==> src/rtl/alu_issue_unit_if.sv <==
// Request, alu-drive and response bundle for alu_issue_unit.
// slave is the issue unit's view; master is the execute stage plus the alu.
interface alu_issue_unit_if #(
  parameter int unsigned DATA_W = 32,
  parameter int unsigned CTRL_W = 4,
  parameter int unsigned TAG_W  = 4
);
  logic              req_valid;
  logic              req_ready;
  logic [CTRL_W-1:0] req_ctrl;
  logic [DATA_W-1:0] req_a;
  logic [DATA_W-1:0] req_b;
  logic [TAG_W-1:0]  req_tag;

  logic [CTRL_W-1:0] alu_ctrl;
  logic [DATA_W-1:0] alu_a;
  logic [DATA_W-1:0] alu_b;
  logic [DATA_W-1:0] alu_result;

  logic              rsp_valid;
  logic              rsp_ready;
  logic [DATA_W-1:0] rsp_result;
  logic [TAG_W-1:0]  rsp_tag;
  logic              rsp_zero;
  logic              rsp_neg;
  logic              rsp_illegal;

  logic              busy;
  logic [15:0]       op_count;

  modport master (
    output req_valid, req_ctrl, req_a, req_b, req_tag, alu_result, rsp_ready,
    input  req_ready, alu_ctrl, alu_a, alu_b,
    input  rsp_valid, rsp_result, rsp_tag, rsp_zero, rsp_neg, rsp_illegal,
    input  busy, op_count
  );

  modport slave (
    input  req_valid, req_ctrl, req_a, req_b, req_tag, alu_result, rsp_ready,
    output req_ready, alu_ctrl, alu_a, alu_b,
    output rsp_valid, rsp_result, rsp_tag, rsp_zero, rsp_neg, rsp_illegal,
    output busy, op_count
  );
endinterface

==> src/rtl/alu_issue_unit.sv <==
// Buffers alu requests in a FIFO, drives the combinational alu from the head and
// returns registered results with zero/negative/illegal flags in request order.
module alu_issue_unit #(
  parameter int unsigned DATA_W = 32,
  parameter int unsigned CTRL_W = 4,
  parameter int unsigned DEPTH  = 4,
  parameter int unsigned MAX_OP = 11,
  parameter int unsigned TAG_W  = 4
) (
  input logic             clk,
  input logic             reset_n,
  alu_issue_unit_if.slave bus
);
  localparam int unsigned       PTR_W    = $clog2(DEPTH);
  localparam logic [CTRL_W-1:0] MAX_CTRL = CTRL_W'(MAX_OP);
  localparam logic [PTR_W:0]    PTR_ONE  = (PTR_W+1)'(1);

  logic [CTRL_W-1:0] r_ctrl_mem [DEPTH];
  logic [DATA_W-1:0] r_a_mem    [DEPTH];
  logic [DATA_W-1:0] r_b_mem    [DEPTH];
  logic [TAG_W-1:0]  r_tag_mem  [DEPTH];

  logic [PTR_W:0]    r_wr_ptr;
  logic [PTR_W:0]    r_rd_ptr;
  logic              r_rsp_valid;
  logic [DATA_W-1:0] r_rsp_result;
  logic [TAG_W-1:0]  r_rsp_tag;
  logic              r_rsp_zero;
  logic              r_rsp_neg;
  logic              r_rsp_illegal;
  logic [15:0]       r_op_count;

  logic [PTR_W-1:0]  w_wr_idx;
  logic [PTR_W-1:0]  w_rd_idx;
  logic              w_empty;
  logic              w_full;
  logic              w_push;
  logic              w_cap;
  logic              w_rsp_fire;
  logic              w_illegal;
  logic [CTRL_W-1:0] w_head_ctrl;
  logic [DATA_W-1:0] w_head_a;
  logic [DATA_W-1:0] w_head_b;
  logic [TAG_W-1:0]  w_head_tag;

  assign w_wr_idx    = r_wr_ptr[PTR_W-1:0];
  assign w_rd_idx    = r_rd_ptr[PTR_W-1:0];
  assign w_empty     = (r_wr_ptr == r_rd_ptr);
  assign w_full      = (r_wr_ptr[PTR_W] != r_rd_ptr[PTR_W]) && (w_wr_idx == w_rd_idx);
  assign w_push      = bus.req_valid && !w_full;
  assign w_rsp_fire  = r_rsp_valid && bus.rsp_ready;
  // Refill the response slot whenever it is empty or being consumed this cycle.
  assign w_cap       = !w_empty && (!r_rsp_valid || bus.rsp_ready);

  assign w_head_ctrl = r_ctrl_mem[w_rd_idx];
  assign w_head_a    = r_a_mem[w_rd_idx];
  assign w_head_b    = r_b_mem[w_rd_idx];
  assign w_head_tag  = r_tag_mem[w_rd_idx];
  assign w_illegal   = (w_head_ctrl > MAX_CTRL);

  // Payload storage needs no reset: only entries between the pointers are read.
  always_ff @(posedge clk) begin
    if (w_push) begin
      r_ctrl_mem[w_wr_idx] <= bus.req_ctrl;
      r_a_mem[w_wr_idx]    <= bus.req_a;
      r_b_mem[w_wr_idx]    <= bus.req_b;
      r_tag_mem[w_wr_idx]  <= bus.req_tag;
    end
  end

  always_ff @(posedge clk or negedge reset_n) begin
    if (!reset_n) begin
      r_wr_ptr      <= '0;
      r_rd_ptr      <= '0;
      r_rsp_valid   <= 1'b0;
      r_rsp_result  <= '0;
      r_rsp_tag     <= '0;
      r_rsp_zero    <= 1'b0;
      r_rsp_neg     <= 1'b0;
      r_rsp_illegal <= 1'b0;
      r_op_count    <= '0;
    end else begin
      if (w_push) begin
        r_wr_ptr <= r_wr_ptr + PTR_ONE;
      end
      if (w_cap) begin
        r_rd_ptr    <= r_rd_ptr + PTR_ONE;
        r_rsp_valid <= 1'b1;
        r_rsp_tag   <= w_head_tag;
        if (w_illegal) begin
          r_rsp_result  <= '0;
          r_rsp_zero    <= 1'b0;
          r_rsp_neg     <= 1'b0;
          r_rsp_illegal <= 1'b1;
        end else begin
          r_rsp_result  <= bus.alu_result;
          r_rsp_zero    <= (bus.alu_result == '0);
          r_rsp_neg     <= bus.alu_result[DATA_W-1];
          r_rsp_illegal <= 1'b0;
        end
      end else if (w_rsp_fire) begin
        r_rsp_valid <= 1'b0;
      end
      if (w_rsp_fire) begin
        r_op_count <= r_op_count + 16'd1;
      end
    end
  end

  always_comb begin
    bus.alu_ctrl = '0;
    bus.alu_a    = '0;
    bus.alu_b    = '0;
    if (!w_empty) begin
      bus.alu_ctrl = w_head_ctrl;
      bus.alu_a    = w_head_a;
      bus.alu_b    = w_head_b;
    end
  end

  assign bus.req_ready   = !w_full;
  assign bus.rsp_valid   = r_rsp_valid;
  assign bus.rsp_result  = r_rsp_result;
  assign bus.rsp_tag     = r_rsp_tag;
  assign bus.rsp_zero    = r_rsp_zero;
  assign bus.rsp_neg     = r_rsp_neg;
  assign bus.rsp_illegal = r_rsp_illegal;
  assign bus.busy        = !w_empty || r_rsp_valid;
  assign bus.op_count    = r_op_count;
endmodule

==> src/flat_wrapper.sv <==
// flat-port wrapper written by rule: the top's interface ports become plain ports
module alu_issue_unit_flat 
#(
  parameter int unsigned DATA_W = 32,
  parameter int unsigned CTRL_W = 4,
  parameter int unsigned DEPTH  = 4,
  parameter int unsigned MAX_OP = 11,
  parameter int unsigned TAG_W  = 4
)
  (clk, reset_n, bus_req_valid, bus_req_ctrl, bus_req_a, bus_req_b, bus_req_tag, bus_alu_result, bus_rsp_ready, bus_req_ready, bus_alu_ctrl, bus_alu_a, bus_alu_b, bus_rsp_valid, bus_rsp_result, bus_rsp_tag, bus_rsp_zero, bus_rsp_neg, bus_rsp_illegal, bus_busy, bus_op_count);
  alu_issue_unit_if #(.DATA_W(DATA_W), .CTRL_W(CTRL_W), .TAG_W(TAG_W)) bus_i ();
  input logic clk;
  input logic reset_n;
  input wire logic [$bits(bus_i.req_valid)-1:0] bus_req_valid;
  input wire logic [$bits(bus_i.req_ctrl)-1:0] bus_req_ctrl;
  input wire logic [$bits(bus_i.req_a)-1:0] bus_req_a;
  input wire logic [$bits(bus_i.req_b)-1:0] bus_req_b;
  input wire logic [$bits(bus_i.req_tag)-1:0] bus_req_tag;
  input wire logic [$bits(bus_i.alu_result)-1:0] bus_alu_result;
  input wire logic [$bits(bus_i.rsp_ready)-1:0] bus_rsp_ready;
  output wire logic [$bits(bus_i.req_ready)-1:0] bus_req_ready;
  output wire logic [$bits(bus_i.alu_ctrl)-1:0] bus_alu_ctrl;
  output wire logic [$bits(bus_i.alu_a)-1:0] bus_alu_a;
  output wire logic [$bits(bus_i.alu_b)-1:0] bus_alu_b;
  output wire logic [$bits(bus_i.rsp_valid)-1:0] bus_rsp_valid;
  output wire logic [$bits(bus_i.rsp_result)-1:0] bus_rsp_result;
  output wire logic [$bits(bus_i.rsp_tag)-1:0] bus_rsp_tag;
  output wire logic [$bits(bus_i.rsp_zero)-1:0] bus_rsp_zero;
  output wire logic [$bits(bus_i.rsp_neg)-1:0] bus_rsp_neg;
  output wire logic [$bits(bus_i.rsp_illegal)-1:0] bus_rsp_illegal;
  output wire logic [$bits(bus_i.busy)-1:0] bus_busy;
  output wire logic [$bits(bus_i.op_count)-1:0] bus_op_count;
  assign bus_i.req_valid = bus_req_valid;
  assign bus_i.req_ctrl = bus_req_ctrl;
  assign bus_i.req_a = bus_req_a;
  assign bus_i.req_b = bus_req_b;
  assign bus_i.req_tag = bus_req_tag;
  assign bus_i.alu_result = bus_alu_result;
  assign bus_i.rsp_ready = bus_rsp_ready;
  assign bus_req_ready = bus_i.req_ready;
  assign bus_alu_ctrl = bus_i.alu_ctrl;
  assign bus_alu_a = bus_i.alu_a;
  assign bus_alu_b = bus_i.alu_b;
  assign bus_rsp_valid = bus_i.rsp_valid;
  assign bus_rsp_result = bus_i.rsp_result;
  assign bus_rsp_tag = bus_i.rsp_tag;
  assign bus_rsp_zero = bus_i.rsp_zero;
  assign bus_rsp_neg = bus_i.rsp_neg;
  assign bus_rsp_illegal = bus_i.rsp_illegal;
  assign bus_busy = bus_i.busy;
  assign bus_op_count = bus_i.op_count;
  alu_issue_unit #(.DATA_W(DATA_W), .CTRL_W(CTRL_W), .DEPTH(DEPTH), .MAX_OP(MAX_OP), .TAG_W(TAG_W)) u_core (.clk(clk), .reset_n(reset_n), .bus(bus_i));
endmodule
==> config.mk <==
export PLATFORM = sky130hd
export DESIGN_NAME = alu_issue_unit_flat
export DESIGN_NICKNAME = d
export VERILOG_FILES = /design/src/rtl/alu_issue_unit_if.sv /design/src/rtl/alu_issue_unit.sv /design/src/flat_wrapper.sv
export SDC_FILE = /design/constraint.sdc
export NUM_CORES = 1
export LEC_CHECK = 0
export ABC_AREA = 1
export BUFFER_PORTS_ARGS = -buffer_cell sky130_fd_sc_hd__buf_4
export CORE_MARGIN = 8
export CORE_UTILIZATION = 50
export CTS_BUF_LIST = sky130_fd_sc_hd__clkbuf_8
export CTS_CLUSTER_SIZE = 24
export DETAILED_ROUTE_END_ITERATION = 10
export PLACE_DENSITY = 0.75
export SLEW_MARGIN = 20
export SYNTH_ARGS = -nofsm -noshare
export SYNTH_HDL_FRONTEND = slang
export SYNTH_SLANG_ARGS = --single-unit
==> constraint.sdc <==
create_clock -name clk -period 4.53 [get_ports clk]
set_input_delay 0.453 -clock clk [delete_from_list [all_inputs] [get_ports clk]]
set_output_delay 0.453 -clock clk [all_outputs]
set_load 0.02 [all_outputs]
Word-level counts from Yosys, hierarchy flattened
Memory sizes are Yosys's and may differ from the RTL's. A register that Yosys moved wholly into a read port is not among the register bits.
Index checks and enable logic that the tools add are counted.
- output and inout port bits: 126
- memories: 4
- register bits after elaboration: 58
- bits in writable memories: 288
- memory list (name ; depth ; bits a word ; read ports ; clocked after Yosys merged registers in ; wr ports ; RTL line ; RTL):
    u_core.r_a_mem ; 4 ; 32 ; 1 ; 0 ; 1 ; alu_issue_unit.sv:19 ; logic [DATA_W-1:0] r_a_mem [DEPTH];
    u_core.r_b_mem ; 4 ; 32 ; 1 ; 0 ; 1 ; alu_issue_unit.sv:20 ; logic [DATA_W-1:0] r_b_mem [DEPTH];
    u_core.r_ctrl_mem ; 4 ; 4 ; 1 ; 0 ; 1 ; alu_issue_unit.sv:18 ; logic [CTRL_W-1:0] r_ctrl_mem [DEPTH];
    u_core.r_tag_mem ; 4 ; 4 ; 1 ; 1 ; 1 ; alu_issue_unit.sv:21 ; logic [TAG_W-1:0] r_tag_mem [DEPTH];
- order comparisons: 1
- reduce and logical (&&, ||, !) cells: 12
- equality and inequality tests: 3
- add/sub/neg operators: 3
- muxes and demuxes: 11
- operator list (operator ; count):
    32-bit two-way mux ; 3
    32-bit logical NOT ; 1
    16-bit by 1-bit adder with 16-bit output, second input constant ; 1
    1-bit two-way mux ; 7
    3-bit by 1-bit adder with 3-bit output, second input constant ; 2
    4-bit > comparator, second input constant ; 1
    1-bit logical AND ; 4
    1-bit logical NOT ; 4
    4-bit two-way mux ; 1
    3-bit equality test ; 1
    2-bit equality test ; 1
    1-bit logical OR ; 2
    2-bit nonzero test ; 1
    1-bit inequality test ; 1

Depth between registers and ports, before layout
Gate-level depths: netlist (run 1).
- depth in word-level cells: 6
- mapped depth: 10

Worst setup path after synthesis (run 1)
No wires, ideal clock.
- path kind: flip-flop to flip-flop
- start point: reg u_core.r_rd_ptr[0]
- end point: mem u_core.r_a_mem[0][0] (enable)
- stages on the path, launching flop included: 7
- data required time: 4.027 ns
- library setup time: 0.503 ns
- buffers on the path: 1
- arrival time: 4.174 ns
- path slack: -0.147 ns
- period minus slack after synthesis: 4.677 ns
- cell sequence: dfrtp_1 > buf_6 > nand2_1 > nand2_1 > nand4_1 > nand2_1 > nor2_1
- longest elaborated chain between the ends: 6
- RTL lines (element ; RTL line ; RTL):
    start, declared ; alu_issue_unit.sv:24 ; logic [PTR_W:0] r_rd_ptr;
    start signal, assigned ; alu_issue_unit.sv:87 ; r_rd_ptr <= r_rd_ptr + PTR_ONE;
    2-bit equality test ; alu_issue_unit.sv:49 ; assign w_full = (r_wr_ptr[PTR_W] != r_rd_ptr[PTR_W]) && (w_wr_idx == w_rd_idx);
    1-bit logical AND ; alu_issue_unit.sv:49 ;
    1-bit logical NOT ; n/a ;
    named net bus_req_ready ; flat_wrapper.sv:21 ; output wire logic [$bits(bus_i.req_ready)-1:0] bus_req_ready;
    1-bit logical AND ; alu_issue_unit.sv:50 ; assign w_push = bus.req_valid && !w_full;
    1-bit two-way mux ; alu_issue_unit.sv:63 ; if (w_push) begin
    1-bit two-way mux (implied by the code) ; alu_issue_unit.sv:65 ; r_a_mem[w_wr_idx] <= bus.req_a;
    end, declared ; alu_issue_unit.sv:19 ;
The timed path passes the listed nets, and every way through them passes these cells.

Final worst setup path (run 1)
- start point: reg u_core.r_rd_ptr[0]
- end point: out bus_alu_a[30]
- longest elaborated chain between the ends: 2
- RTL lines (element ; RTL line ; RTL):
    memory read 4 x 32 bit / 3-bit equality test (equally long branches) ; n/a ;
    32-bit two-way mux (*) ; alu_issue_unit.sv:114 ; if (!w_empty) begin
    end, declared ; flat_wrapper.sv:23 ; output wire logic [$bits(bus_i.alu_a)-1:0] bus_alu_a;
Mark *: on every way between the ends. The rest lies on a longest branch, timed or not.

==> metrics, run 1 <==
worst-case register-to-register setup slack=1610 ps; Critical Path RT=4080 ps; gate count after technology mapping=1190; number of global-route vias before repair=9605; critical-path cell with the highest stage delay=sky130_fd_sc_hd__dfrtp_4; share of layout cells above drive strength 1=22.03%; DR iter-0 viols=660; maximum frequency from static timing analysis=0.2869 GHz; total count of max-transition violations in the final report=0; Setup Skew=31.76 ps; ranking of synthesized cells by area=sky130_fd_sc_hd__edfxtp_1 (62%), sky130_fd_sc_hd__dfrtp_1 (11%), sky130_fd_sc_hd__nand2_1 (6.7%); initial standard-cell utilization of the core=50.49%; Mapped Avg Cell Area=11.72 µm²; max_slew headroom=39.68%; height of the die=183.0 µm; number of storage elements in the synthesis netlist=349; largest fanout on the critical path=87; number of cells in the design after placement=1751; DRT Wirelength=32300 µm; post-route design area=0.01711 mm²; PortBufs=233; Final ANT Viol Nets=0; multi-input gate area in the final layout=0.003143 mm²; core utilization of the finished layout=61.94%; Reg-to-Reg Start=u_core.r_rd_ptr[0]$_DFFE_PN0P_; final hold vios=0; crit path setup slack, layout=1045 ps; Synth-to-Final Area Change=22.68%; pre-CTS setup slack=1607 ps; final net count=1542; worst-path cell chain=buf_4 > o21ai_0 > o22ai_1 > nand2_1 > inv_1 > buf_4; half-perimeter wire length after detailed placement=20030 µm; clock-pin transition on the worst setup and hold timing paths=70 ps; number of cells in the finished layout apart from fillers=1850; Skew-Pair Late Insertion Delay=580 ps; wire length of the first global-routing pass=50350 µm; endpoint of the lowest-slack register-to-register path=u_core.r_ctrl_mem[0][0]$_DFFE_PP_; Arr. time, crit path=3030 ps; total clock sinks=349; leading post-synthesis cells by instance count=sky130_fd_sc_hd__edfxtp_1 (288), sky130_fd_sc_hd__nand2_1 (250), sky130_fd_sc_hd__nor2_1 (173); area of the mapped netlist=0.01395 mm²; DR vias=9594; drt via density=5.186; nature of the critical path startpoint=flip-flop; post-route fraction of the period consumed by the critical path=76.94%; area occupied by registers=0.01018 mm²; syn_nets=1304; launch instance of the worst min-delay path=bus_req_b[17]; category of the worst setup path capture point=primary output; fin crit period=3486 ps; initial antenna violation count=3; Worst Hold End=u_core.r_b_mem[0][17]$_DFFE_PP_; Yosys top cell area share=62.00%; number of enable-type register cells in the synthesized netlist=288; proportion of synthesized chip area in sequential cells=72.94%; Pre-antenna DRT Iters=5; last weighted congestion value of the routability-driven placer=0.8618; Worst Hold Class=in -> reg; floorplan row count=61; count of warnings emitted by yosys=0; Most Frequent Cell on Critical Path=sky130_fd_sc_hd__buf_4; leakage power=7.223 nW; Post-CTS Repair Setup Buffers=0; average detailed-routed wire length per instance=17.46 µm; result of the run=finished, final reports clean; CTS H-Tree Depth=2; hold-critical path depth=1; most used standard cell by instance count after synthesis=sky130_fd_sc_hd__edfxtp_1; actual slew at the worst max-slew pin=904.7 ps; Peak supply drop=512.4 µV; Design Power=12.54 mW; count of unique library cells instantiated by Yosys=27; width of the die=183.0 µm; total global routing overflow=0; count of boundary I/O pins=234; TritonCTS clock tree=built; RSZ-0062 raised after global routing=false; Core Footprint=0.02763 mm²; Post-DP Area=0.01608 mm²; classification of the worst setup path=reg -> out; pwr/cell area=732.5 mW/mm²; amount of wire on met2 after detailed routing=15280 µm; Clock Tree Buf Depth=3; post-route met1 wirelength=13180 µm; global-route usage over all layers=18.89%; ys async rst share=17.48%; TritonCTS buffer count=52; Filler Cell Count=2152; Maximum Capacitance Violations=0; remaining design rule violation count=0; Critical Path Max Stage Delay=810 ps; met3 layer wire length in the routed design=3105 µm; flip-flop cell with the highest count after synthesis=sky130_fd_sc_hd__edfxtp_1; post-synthesis cell type with the largest combined area=sky130_fd_sc_hd__edfxtp_1; die outline area=0.03350 mm²; largest net degree at the start of global routing=91; clk root buf=sky130_fd_sc_hd__clkbuf_8; worst reg2reg path depth=7; Top Layer Used=met5; count of endpoints failing setup in the final report=0
[worst max-delay path, delay by kind of cell, from the launching register on]
kind	cells	cell delay, ps
compound gates	2	480
buf+inv	3	930
flops	1	810
simple gates	1	80
[layout make-up]
| type | count | share of cell area (%) |
|---|---|---|
| Multi-Input combinational cell | 682 | 18.37 |
| Inverter | 97 | 2.142 |
| Antenna cell | 1 | 0.01462 |
| Timing Repair Buffer | 246 | 11.24 |
| Clock buffer | 54 | 4.343 |
| Clock inverter | 43 | 1.645 |
| Tap cell | 378 | 2.764 |
| Sequential cell | 349 | 59.48 |
[flip-flops by register name, summed over array words and instances, names as in the netlist]
register / flops
u_core.r_wr_ptr: 3
u_core.bus.rsp_valid: 1
u_core.r_rd_ptr: 3
u_core.bus.rsp_illegal: 1
u_core.bus.rsp_result: 31
u_core.r_ctrl_mem: 16
u_core.bus.rsp_neg: 1
u_core.r_tag_mem: 16
u_core.bus.rsp_zero: 1
u_core.r_b_mem: 128
u_core.bus.op_count: 16
u_core.r_a_mem: 128
u_core.bus.rsp_tag: 4
[power by group]
part	total, mW	internal, mW	switching (mW)
Clock	2.45	1.29	1.16
Sequential	4.67	4.30	0.370
Combinational	5.41	1.87	3.54
[layout by cell type (no fill, tap or decap), drive strengths merged]
master,synthesis,final
a21oi,4,4
buf,30,245
bufinv,0,3
clkbuf,32,54
clkinv,0,14
dfrtp,61,61
diode,0,1
dlygate4sd3,0,1
edfxtp,288,288
ha,6,6
inv,97,123
nand2,251,251
nand2b,1,1
nand3,19,19
nand4,3,3
nor2,175,175
nor3,2,2
o21ai,138,138
o22ai,68,68
or2,1,1
xnor2,4,4
xor2,10,10
[cells by family (layout without fill, tap and decap cells)]
family | count (synthesis) | in the layout | synth area share, %
and+or+nand+nor | 452 | 452 | 12.70
DFF | 349 | 349 | 72.94
AOI/OAI and AO/OA | 210 | 210 | 8.144
buffers and inverters | 159 | 440 | 4.799
xor gates and xnor gates | 14 | 14 | 0.8789
adders and majority gates | 6 | 6 | 0.5382
other | 0 | 1 | 0
[how the worst max path moves through the flow]
stage | depth (start not counted) | to | slack (ps) | start
floorplan | 6 | u_core.r_a_mem[0][0]$_DFFE_PP_ | -150 | u_core.r_rd_ptr[0]$_DFFE_PN0P_
global placement | 7 | u_core.r_b_mem[3][7]$_DFFE_PP_ | 1650 | u_core.r_rd_ptr[0]$_DFFE_PN0P_
detailed placement | 7 | u_core.r_b_mem[0][6]$_DFFE_PP_ | 1610 | u_core.r_rd_ptr[0]$_DFFE_PN0P_
CTS | 6 | bus_alu_a[26] | 1050 | u_core.r_rd_ptr[0]$_DFFE_PN0P_
global route | 6 | bus_alu_a[10] | 810 | u_core.r_rd_ptr[0]$_DFFE_PN0P_
finish | 6 | bus_alu_a[30] | 1040 | u_core.r_rd_ptr[0]$_DFFE_PN0P_
[per-stage QoR]
step | TNS (ps) | hold slack (ps)
floorplan | -42360 | 157.4
global placement | 0 | 462.8
detailed placement | 0 | 466.8
CTS | 0 | 42.33
global route | 0 | 35.57
finish | 0 | 69.27
[layer usage]
| layer | track usage, % | up-vias |
|---|---|---|
| met1 | 23.22 | 4559 |
| met3 | 5.738 | 59 |
| li1 | - | 4551 |
| met5 | 0 | - |
| met2 | 31.56 | 419 |
| met4 | 6.278 | 6 |
[what timing repair did]
action	CTS	global route
gates resized for setup	0	0
hold endpoints to repair	61	0
hold buffers	1	0
No activity file was read; power rests on OpenSTA's default activity.
==> inputs of run 2 (changes only) <==
==> constraint.sdc (replaced) <==
create_clock -name clk -period 2.9 [get_ports clk]
set_input_delay 0.29 -clock clk [delete_from_list [all_inputs] [get_ports clk]]
set_output_delay 0.29 -clock clk [all_outputs]
set_load 0.02 [all_outputs]
==> run 2 against run 1 <==
  * Flip-flop and latch count unchanged
  * Highest routed layer unchanged
  * First-iteration DRC count increased by 9.2%
  * Global-route usage is 1.6 points higher
==> metrics, run 2 (same netlist as run 1, synthesis figures left out) <==
Worst Hold Class=in -> reg; Filler Cell Count=2034; total clock sinks=349; max_slew headroom=46.55%; Setup Skew=26.98 ps; Arr. time, crit path=2450 ps; number of global-route vias before repair=10472; Maximum Capacitance Violations=0; remaining design rule violation count=0; Critical Path Max Stage Delay=520 ps; DR iter-0 viols=721; area occupied by registers=0.01018 mm²; wire length of the first global-routing pass=55490 µm; DRT Wirelength=35120 µm; pre-CTS setup slack=551.0 ps; leading cell types in the layout, fill and taps excluded=sky130_fd_sc_hd__edfxtp_1 (288), sky130_fd_sc_hd__nand2_1 (250), sky130_fd_sc_hd__buf_4 (246); maximum frequency from static timing analysis=0.3651 GHz; width of the die=183.0 µm; multi-input gate area in the final layout=0.003143 mm²; global-route usage over all layers=20.52%; largest fanout on the critical path=145; CTS H-Tree Depth=2; share of layout cells above drive strength 1=20.85%; most common cell after layout, fill and taps aside=sky130_fd_sc_hd__edfxtp_1; core utilization of the finished layout=65.60%; initial standard-cell utilization of the core=50.49%; PortBufs=233; initial antenna violation count=3; height of the die=183.0 µm; largest net degree at the start of global routing=146; result of the run=finished, final reports clean; Post-CTS Repair Setup Buffers=0; Peak supply drop=980.6 µV; category of the worst setup path capture point=primary output; total global routing overflow=0; Pre-antenna DRT Iters=5; RSZ-0062 raised after global routing=false; Core Footprint=0.02763 mm²; count of boundary I/O pins=234; actual slew at the worst max-slew pin=801.7 ps; crit path setup slack, layout=160.8 ps; final hold vios=0; TritonCTS clock tree=built; Critical Path RT=2610 ps; die outline area=0.03350 mm²; Synth-to-Final Area Change=29.93%; last weighted congestion value of the routability-driven placer=0.8185; leakage power=7.653 nW; total count of max-transition violations in the final report=0; critical-path cell with the highest stage delay=sky130_fd_sc_hd__dfrtp_4; half-perimeter wire length after detailed placement=20420 µm; pwr/cell area=1088 mW/mm²; average detailed-routed wire length per instance=17.89 µm; classification of the worst setup path=reg -> out; Final ANT Viol Nets=0; Skew-Pair Late Insertion Delay=570 ps; worst-path cell chain=inv_4 > buf_12 > o21ai_0 > o22ai_1 > nand2_1 > inv_1 > buf_4; fin crit period=2739 ps; post-route fraction of the period consumed by the critical path=94.46%; DR vias=10223; aggregate negative setup slack=0 ps; final net count=1655; TritonCTS buffer count=55; nature of the critical path startpoint=flip-flop; drt via density=5.208; clock-pin transition on the worst setup and hold timing paths=60 ps; clk root buf=sky130_fd_sc_hd__clkbuf_8; floorplan row count=61; Design Power=19.72 mW; Clock Tree Buf Depth=3; count of endpoints failing setup in the final report=0
run 2: cell count changes in the layout (fill, tap and decap cells not counted):
cell                            change
sky130_fd_sc_hd__inv_1              -2
sky130_fd_sc_hd__clkinv_8           -2
sky130_fd_sc_hd__buf_4              +7
sky130_fd_sc_hd__buf_12             -3
sky130_fd_sc_hd__clkinvlp_4         +1
sky130_fd_sc_hd__dlygate4sd3_1    +105
sky130_fd_sc_hd__diode_2            +1
sky130_fd_sc_hd__clkinv_2           +1
sky130_fd_sc_hd__clkbuf_8           +5
sky130_fd_sc_hd__clkinv_4           -1
sky130_fd_sc_hd__bufinv_16          -3
sky130_fd_sc_hd__clkinv_1           +3
sky130_fd_sc_hd__buf_6              +1
run 2: critical path: cells and delay by family, from the launching register on:
kind / cells / cell delay, ps
buf+inv: 4 / 700
flops: 1 / 520
compound gates: 2 / 400
simple gates: 1 / 100
run 2: per-layer routing:
metal	GRT usage, %	wire length, µm	part of all wire (%)	up-vias
li1	-	-	-	4776
met1	26.22	14360	41	4939
met2	34.83	17040	49	456
met3	5.342	3253	9.3	50
met4	4.619	455	1.3	2
met5	0	8	0.023	-
run 2: final timing paths:
check / endpoint / cells after the start / from / slack [ps]
max in group asynchronous: u_core.r_rd_ptr[0]$_DFFE_PN0P_ / 2 / reset_n / 1910
worst max-delay path: bus_alu_b[22] / 7 / u_core.r_rd_ptr[0]$_DFFE_PN0P_ / 160
min in group asynchronous: u_core.bus.op_count[12]$_DFFE_PN0P_ / 2 / reset_n / 370
worst max register to register: u_core.r_b_mem[2][22]$_DFFE_PP_ / 7 / u_core.r_wr_ptr[0]$_DFFE_PN0P_ / 590
worst min register to register: u_core.bus.rsp_result[6]$_DFFE_PN0P_ / 2 / u_core.bus.rsp_result[6]$_DFFE_PN0P_ / 480
worst min-delay path: u_core.bus.rsp_valid$_DFFE_PN0P_ / 4 / bus_rsp_ready / 60
run 2: report_power, final:
| group | internal, mW | switching, mW |
|---|---|---|
| logic | 3.03 | 5.83 |
| registers | 6.72 | 0.435 |
| clock network | 1.87 | 1.83 |
| total | 11.6 | 8.10 |
run 2: cell type report:
cell class              count  share of cell area [%]
diodes                      2                 0.02761
clock buffers              59                   4.480
clock inverters            40                  0.9181
inverters                  97                   2.023
multi-input cells         682                   17.34
flip-flops and latches    349                   56.16
well taps                 378                   2.609
repair buffers            356                   16.44
run 2: per-stage QoR:
step | area [µm²] | hold slack (ps) | instances
after floorplan | 13960 | -5.591 | 1190
after global placement | 16080 | 426.1 | 1756
after detailed placement | 16080 | 429.2 | 1756
after CTS | 18120 | 24.05 | 1961
after global routing | 18120 | 49.66 | 1963
final | 18120 | 62.81 | 1963
run 2: what timing repair did:
| action | CTS | global route |
|---|---|---|
| hold endpoints to repair | 384 | 0 |
| resized for setup | 0 | 1 |
| setup endpoints to repair | 0 | 4 |
| hold buffers | 106 | 0 |
